==> src/rtl/instr_prefetch_buffer.sv <==
// Sequential instruction fetch into a small {pc, instr} FIFO feeding decode over valid/ready.
// A redirect flushes the FIFO and restarts fetch; fetch parks in END once the memory is exhausted.
module instr_prefetch_buffer #(
    parameter int          DEPTH     = 4,
    parameter logic [31:0] RESET_PC  = 32'h0000_0000,
    parameter int          MEM_WORDS = 32
) (
    input  logic        clk_i,
    input  logic        rst_i,
    input  logic        redirect_i,
    input  logic [31:0] redirect_pc_i,
    output logic [31:0] mem_addr_o,
    input  logic [31:0] mem_instr_i,
    output logic        instr_valid_o,
    output logic [31:0] instr_o,
    output logic [31:0] pc_o,
    input  logic        instr_ready_i
);

    localparam int                 PTR_W    = (DEPTH > 1) ? $clog2(DEPTH) : 1;
    localparam int                 CNT_W    = PTR_W + 1;
    localparam logic [CNT_W-1:0]   FULL_CNT = CNT_W'(DEPTH);
    localparam logic [31:0]        LIMIT    = 32'(MEM_WORDS * 4);

    typedef enum logic {
        ST_RUN,
        ST_END
    } state_t;

    state_t             state;
    logic [31:0]        fetch_pc;
    logic [PTR_W-1:0]   wr_ptr;
    logic [PTR_W-1:0]   rd_ptr;
    logic [CNT_W-1:0]   count;

    logic [31:0]        fifo_pc    [DEPTH];
    logic [31:0]        fifo_instr [DEPTH];

    logic               push;
    logic               pop;
    logic               not_empty;
    logic [31:0]        redirect_pc_al;
    logic [31:0]        fetch_pc_next;

    function automatic logic in_range(input logic [31:0] pc);
        return (pc < LIMIT);
    endfunction

    function automatic logic [31:0] align_word(input logic [31:0] pc);
        return pc & ~32'h0000_0003;
    endfunction

    assign not_empty      = (count != '0);
    assign redirect_pc_al = align_word(redirect_pc_i);
    assign fetch_pc_next  = fetch_pc + 32'd4;

    // Redirect cancels the head handshake: the entry is flushed, not consumed.
    assign pop  = not_empty & instr_ready_i & ~redirect_i;
    assign push = (state == ST_RUN) & ~redirect_i & ((count < FULL_CNT) | pop);

    assign mem_addr_o    = fetch_pc;
    assign instr_valid_o = not_empty;
    assign instr_o       = not_empty ? fifo_instr[rd_ptr] : 32'h0;
    assign pc_o          = not_empty ? fifo_pc[rd_ptr]    : 32'h0;

    // Entry storage carries no reset; occupancy is tracked solely by count/pointers.
    always_ff @(posedge clk_i) begin
        if (push) begin
            fifo_pc[wr_ptr]    <= fetch_pc;
            fifo_instr[wr_ptr] <= mem_instr_i;
        end
    end

    always_ff @(posedge clk_i) begin
        if (rst_i) begin
            fetch_pc <= RESET_PC;
            wr_ptr   <= '0;
            rd_ptr   <= '0;
            count    <= '0;
            state    <= in_range(RESET_PC) ? ST_RUN : ST_END;
        end else if (redirect_i) begin
            fetch_pc <= redirect_pc_al;
            wr_ptr   <= '0;
            rd_ptr   <= '0;
            count    <= '0;
            state    <= in_range(redirect_pc_al) ? ST_RUN : ST_END;
        end else begin
            if (push) begin
                wr_ptr   <= wr_ptr + PTR_W'(1);
                fetch_pc <= fetch_pc_next;
                if (!in_range(fetch_pc_next)) begin
                    state <= ST_END;
                end
            end
            if (pop) begin
                rd_ptr <= rd_ptr + PTR_W'(1);
            end
            case ({push, pop})
                2'b10:   count <= count + CNT_W'(1);
                2'b01:   count <= count - CNT_W'(1);
                default: count <= count;
            endcase
        end
    end

endmodule

==> config.mk <==
export PLATFORM = sky130hd
export DESIGN_NAME = instr_prefetch_buffer
export DESIGN_NICKNAME = d
export VERILOG_FILES = /design/src/rtl/instr_prefetch_buffer.sv
export SDC_FILE = /design/constraint.sdc
export NUM_CORES = 1
export LEC_CHECK = 0
export BUFFER_PORTS_ARGS = -buffer_cell sky130_fd_sc_hd__buf_2
export CORE_ASPECT_RATIO = 0.5
export CORE_UTILIZATION = 55
export DETAILED_ROUTE_END_ITERATION = 8
export PLACE_DENSITY = 0.77
export REMOVE_ABC_BUFFERS = 1
export SKIP_LAST_GASP = 1
export SLEW_MARGIN = 30
export SYNTH_ARGS = -nofsm -noshare
export SYNTH_HDL_FRONTEND = slang
export SYNTH_SLANG_ARGS = --single-unit
export TNS_END_PERCENT = 5
==> constraint.sdc <==
create_clock -name clk_i -period 3.35 [get_ports clk_i]
set_input_delay 0.1675 -clock clk_i [delete_from_list [all_inputs] [get_ports clk_i]]
set_output_delay 0.1675 -clock clk_i [all_outputs]
set_load 0.01 [all_outputs]
==> Word level (Yosys, flattened, before mapping) <==
Memory sizes are Yosys's and may differ from the RTL's. A register that Yosys moved wholly into a read port is not among the register bits.
Index checks and enable logic that the tools add are counted.
{ "word_totals": {"memories": 2, "in_bits": 68, "out_inout_bits": 97, "regBits": 40, "word_cells": 46, "ram_bits": 256} }
{ "classes": {"n_eq_ne": 3, "bitwise": 7, "magnitude_cmp": 3, "n_reduce_logical": 5, "addsub": 5, "muxes": 15} }
{ "memory_table": {"columns": ["memory", "depth", "width", "rd", "rd_ports_with_merged_regs", "wr", "line_no", "source"], "rows": [
  ["fifo_instr", 4, 32, 1, 1, 1, "37", "logic [31:0] fifo_instr [DEPTH];"],
  ["fifo_pc", 4, 32, 1, 1, 1, "36", "logic [31:0] fifo_pc [DEPTH];"]
]} }
{ "ops": {"columns": ["cell", "n"], "rows": [
  ["$mux 32", 4],
  ["$lt 32x8->1 const B", 2],
  ["$add 32x3->32 const B", 1],
  ["$mux 2", 4],
  ["$mux 1", 6],
  ["$pmux 3 s2", 1],
  ["$add 2x1->2 const B", 2],
  ["$and 1x1->1", 4],
  ["$reduce_bool 2->1", 2],
  ["$add 3x1->3 const B", 1],
  ["$lt 3x3->1 const B", 1],
  ["$reduce_bool 3->1", 1],
  ["$sub 3x1->3 const B", 1],
  ["$eq 2x1->1 const B", 1],
  ["$eq 2x2->1 const B", 1],
  ["$ne 2x2->1 const B", 1],
  ["$not 1->1", 2],
  ["$reduce_and 2->1", 1],
  ["$reduce_or 2->1", 1],
  ["$or 1x1->1", 1]
]} }

==> Depth between registers and ports, before layout <==
{ "logic_depth": {"word_depth": 7, "depth_mapped": 10, "mapped_depth_nobuf": 9} }

==> Least setup slack after synthesis <==
Ideal clock, no wire load.
{ "synth_path": {"path_type": "register to register", "from": "register count[2]", "to": "memory fifo_instr[1][0] (enable)", "required_time_ns": 2.924, "setup_slack_ns": 0.326, "path_stages_with_launch": 5, "arrival_time_ns": 2.598, "n_path_buf": 1, "cell_sequence": "dfxtp_1 -> nor2b_1 -> nor3_2 -> clkbuf_1 -> and2_1"} }
{ "synth_between": {"elab_chain_len": 7} }
{ "synth_rtl": {"columns": ["item", "line_no", "source"], "rows": [
  ["from (decl)", "34", "logic [CNT_W-1:0] count;"],
  ["from (signal assigned)", "99", "2'b10: count <= count + CNT_W'(1);"],
  ["from (signal assigned)", "100", "2'b01: count <= count - CNT_W'(1);"],
  ["from (signal assigned)", "101", "default: count <= count;"],
  ["$reduce_bool 3->1", "53", "assign not_empty = (count != '0);"],
  ["$and 1x1->1 (2 in a row)", "58", "assign pop = not_empty & instr_ready_i & ~redirect_i;"],
  ["$or 1x1->1 (*)", "59", "assign push = (state == ST_RUN) & ~redirect_i & ((count < FULL_CNT) | pop);"],
  ["$and 1x1->1 (*)", "59", null],
  ["$mux 1 (*)", "68", "if (push) begin"],
  ["$mux 1 (implied by the code) (*)", "70", "fifo_instr[wr_ptr] <= mem_instr_i;"],
  ["to (decl)", "37", null]
]} }
Mark *: on every way between the ends. The rest lies on a longest branch, timed or not.

==> Worst setup path after layout <==
{ "layout_path": {"from": "register fetch_pc[2], in the netlist mem_addr_o[2]", "to": "register state"} }
{ "layout_between": {"elab_chain_len": 4} }
{ "layout_rtl": {"columns": ["item", "line_no", "source"], "rows": [
  ["from (decl)", "31", "logic [31:0] fetch_pc;"],
  ["from (signal assigned)", "82", "fetch_pc <= redirect_pc_al;"],
  ["from (signal assigned)", "90", "fetch_pc <= fetch_pc_next;"],
  ["$add 32x3->32", "55", "assign fetch_pc_next = fetch_pc + 32'd4;"],
  ["$lt 32x8->1", "46", "return (pc < LIMIT);"],
  ["$ne 2x2->1 (no source line)", null, null],
  ["$reduce_and 2->1 (no source line)", null, null],
  ["to (signal assigned)", "80", "state <= in_range(RESET_PC) ? ST_RUN : ST_END;"],
  ["to (signal assigned)", "86", "state <= in_range(redirect_pc_al) ? ST_RUN : ST_END;"],
  ["to (decl)", "30", "state_t state;"]
]} }
Every way passes these cells.
A chain may end at the register's enable or synchronous reset.

==> results.ini <==
[run_status]
run_status=finished clean

[synthesis]
synthCells=771
synth.avg_cell_area_sq_um=15.8
synth-adder-area-share=0.00782
ys_types=63
synth_edf_count=248
synth_top_area_frac=0.613
synth_seq_area_share=0.679
ys_ff_latch=288
synth_warnings=0
synthMuxAreaShare=0.119
synth_area_leaders=edfxtp_1, mux4_2, dfxtp_1
syn_area_sq_mm=0.0122
yosys.area_share.simple=0.106
synth_top_family_by_area=multiplexers
synth_largest_area_cell=edfxtp_1
synth_compound_area_frac=0.0520
async_flop_share=0
synthXorXnorAreaFrac=0.0130
synth_flop_cell=edfxtp_1

[floorplan]
row_count=38
dieWidth_um=212
initial_core_util=0.561
die-area_sq_mm=0.0227
io_pins=165
core_area_sq_mm=0.0217
die_y_um=107

[global_route]
overflow=0
antenna_found_initial=0
grt.total_usage=0.238
grt_max_degree=64
grt_first_pass_wirelength_um=41200
grt_pass1_vias=7677

[cts]
cts.clk_slew.worst_paths_ns=0.07
clk_latency_ns=0.53
clock-sinks=288
cts_root_buf=clkbuf_16
post_cts_buffers=0
cts_resized=0
cts_buffer_depth=3
cts_tree=done
htreeDepth=1
cts_buffers=26

[worst_setup_path]
regToRegSetupSlack_ns=0.53
reg2reg_depth=7
path_depth=7
crit_chain=ha_1 -> nand4_4 -> nor4_1 -> xor2_1 -> or4_1 -> nor4_1 -> a41oi_1
worstPathRequired_ns=3.74
worst-path-buf-inv=0
critical_path_peak_fanout=11
cpMostUsedCell=nor4_1
crit_type=reg2reg
critPathArrivalTime_ns=3.22
slowest_delay_ns=0.58
crit_end=state$_SDFFE_PP0P_
startpoint=mem_addr_o[2]$_SDFFE_PP0P_
reg2reg_to=state$_SDFFE_PP0P_
cp-end-kind=flop
slowest_stage=or4_1
startpoint_type=flop
reg2reg_from=mem_addr_o[2]$_SDFFE_PP0P_
crit_family=simple AND/OR/NAND/NOR gates

[timing]
holdWs_ns=0.130
final_hold_viol_count=0
rsz0062_at_grt=false
setup_viol=0
period_share=0.843
worst_clock_skew_ns=0.0111
tightest_slew_ns=0.996
drv_slew=0
relSlewSlack=0.336
fmax_mhz=354
min_period_ns=2.82

[drt]
drt_iter0_drc=804
via_per_inst=5.84
wl_per_cell_um=20.4
firstDrtPassIters=5
detail-route-antenna-nets=0
vias=7617
wl_um=26500
drc_errors=0

[pwr]
clock_power_share=0.384
pwr-share-seq=0.552
power.internal_mw=5.78
power_mw=7.34
p_leak_nw=5.07
p_sw_mw=1.56
p_sw_frac=0.212
power.density_mw_per_mm2=497
ir_drop_mv=0.289
power_frac_comb=0.063

[flow_run]
cap_violations=0

[place]
io_buffers=158
gp_congestion=0.878
dpl.hpwl_um=15900

[layout]
antenna_cells=0
nNetsFinal=1060
syn_to_final_growth_pct=21.5
post_route_cells_drive_above_1_share=0.292
nFillCells=1473

[worst_hold_path]
min_path_type=in2reg

## per-layer routing
layer,GRT usage,part of all wire,wire [um],vias to the layer above
met5,0,0,0,-
met3,0.0398,0.063,1680,67
met1,0.326,0.42,11200,3771
li1,-,-,-,3448
met2,0.389,0.49,12900,331
met4,0.0832,0.029,761,0
## how the worst min path moves through the flow
stage | start | end | slack (ns) | depth (start not counted)
2_1_floorplan | rst_i | mem_addr_o[11]$_SDFFE_PP0P_ | 0.24 | 1
3_3_place_gp | mem_instr_i[28] | fifo_instr[2][28]$_DFFE_PP_ | 0.38 | 1
3_5_place_dp | mem_instr_i[28] | fifo_instr[2][28]$_DFFE_PP_ | 0.38 | 1
4_1_cts | rst_i | mem_addr_o[5]$_SDFFE_PP0P_ | 0.10 | 2
5_1_grt | rst_i | mem_addr_o[12]$_SDFFE_PP0P_ | 0.14 | 2
6_report | rst_i | mem_addr_o[5]$_SDFFE_PP0P_ | 0.13 | 2
## state kept, by name, indices dropped and copies added, names as in the netlist, named ones only
signal and count:
count 3, state 1, fifo_instr 128, rd_ptr 2
fifo_pc 120, mem_addr_o 30, wr_ptr 2
## through the flow
step,instances,TNS (ns),cell area [sq um],worst slack (ns),utilization
2_1_floorplan,721,-51.11,11900,-1.71,-
3_3_place_gp,1195,0,13300,0.669,0.615
3_5_place_dp,1195,0,13300,0.605,0.615
5_1_grt,1304,0,14800,0.370,0.681
6_report,1304,0,14800,0.527,0.681
4_1_cts,1304,0,14800,0.596,0.681
## cells in the mapped netlist, drive strengths merged, types with 2 or more instances
library cell    n
o21ai          26
inv            10
and3            7
mux4           62
xnor2          13
nand4          10
or2             2
nor4           14
and2           12
edfxtp        248
clkbuf         34
a32oi           6
dfxtp          40
a31oi           6
nand3          17
a21oi          39
or3             4
nor2           41
nand2          25
o31a            2
a22oi           4
mux2i           4
a222oi          4
nor2b          64
o31ai           3
a41oi           2
buf            19
xor2            5
and4            3
ha              6
nand2b          2
nor3           19
a221oi          4
nand4b          2
## power groups by stage
stage / clock, mW / sequential, mW / combinational, mW
after detailed placement: 0 / 4.13 / 0.402
after CTS: 2.86 / 4.05 / 0.463
after global placement: 0 / 4.12 / 0.391
final: 2.82 / 4.05 / 0.465
after floorplan: 0 / 4.12 / 0.207
after global routing: 3.00 / 4.06 / 0.504
## cell usage in the layout (no fill, tap or decap), types with 8 or more instances in the layout
master         instances
a21oi_1               39
buf_12                 8
buf_2                158
buf_4                  8
clkbuf_16             26
dfxtp_1               38
dlygate4sd3_1         62
edfxtp_1             248
inv_1                  9
mux4_2                62
nand2_1               25
nand3_1               15
nand4_1                8
nor2_1                39
nor2b_1               64
nor3_1                16
nor4_1                13
o21ai_0               25
xnor2_1               13
## area by class of cell
cell class,instances,area (sq um),share of cell area
inverters,10,37.5,0.00254
flip-flops and latches,288,8260,0.559
clock buffers,33,677,0.0459
multi-input cells,423,3660,0.248
repair buffers,236,1630,0.111
well taps,300,375,0.0254
clock inverters,14,128,0.00865
## what timing repair did
action | in CTS | in global routing
hold endpoints to repair | 158 | 0
endpoints found under the setup margin | 0 | 0
hold buffers | 62 | 0
## cell families after synthesis
logic type               after synthesis
adder cells (fa/ha/maj)                7
buffers and inverters                 63
flip-flops                           288
other                                  1
XOR/XNOR                              18
AND/OR/NAND/NOR                      226
multiplexers                          66
AO/OA/AOI/OAI                        102
## worst reg2reg max path: cells and delay by family, from the launching register on
| kind | cells | cell delay (ns) |
|---|---|---|
| AO/OA/AOI/OAI | 1 | 0.16 |
| XOR/XNOR | 1 | 0.12 |
| adder cells (fa/ha/maj) | 1 | 0.39 |
| flip-flops | 1 | 0.51 |
| AND/OR/NAND/NOR | 4 | 1.50 |
No activity file was read; power rests on OpenSTA's default activity.
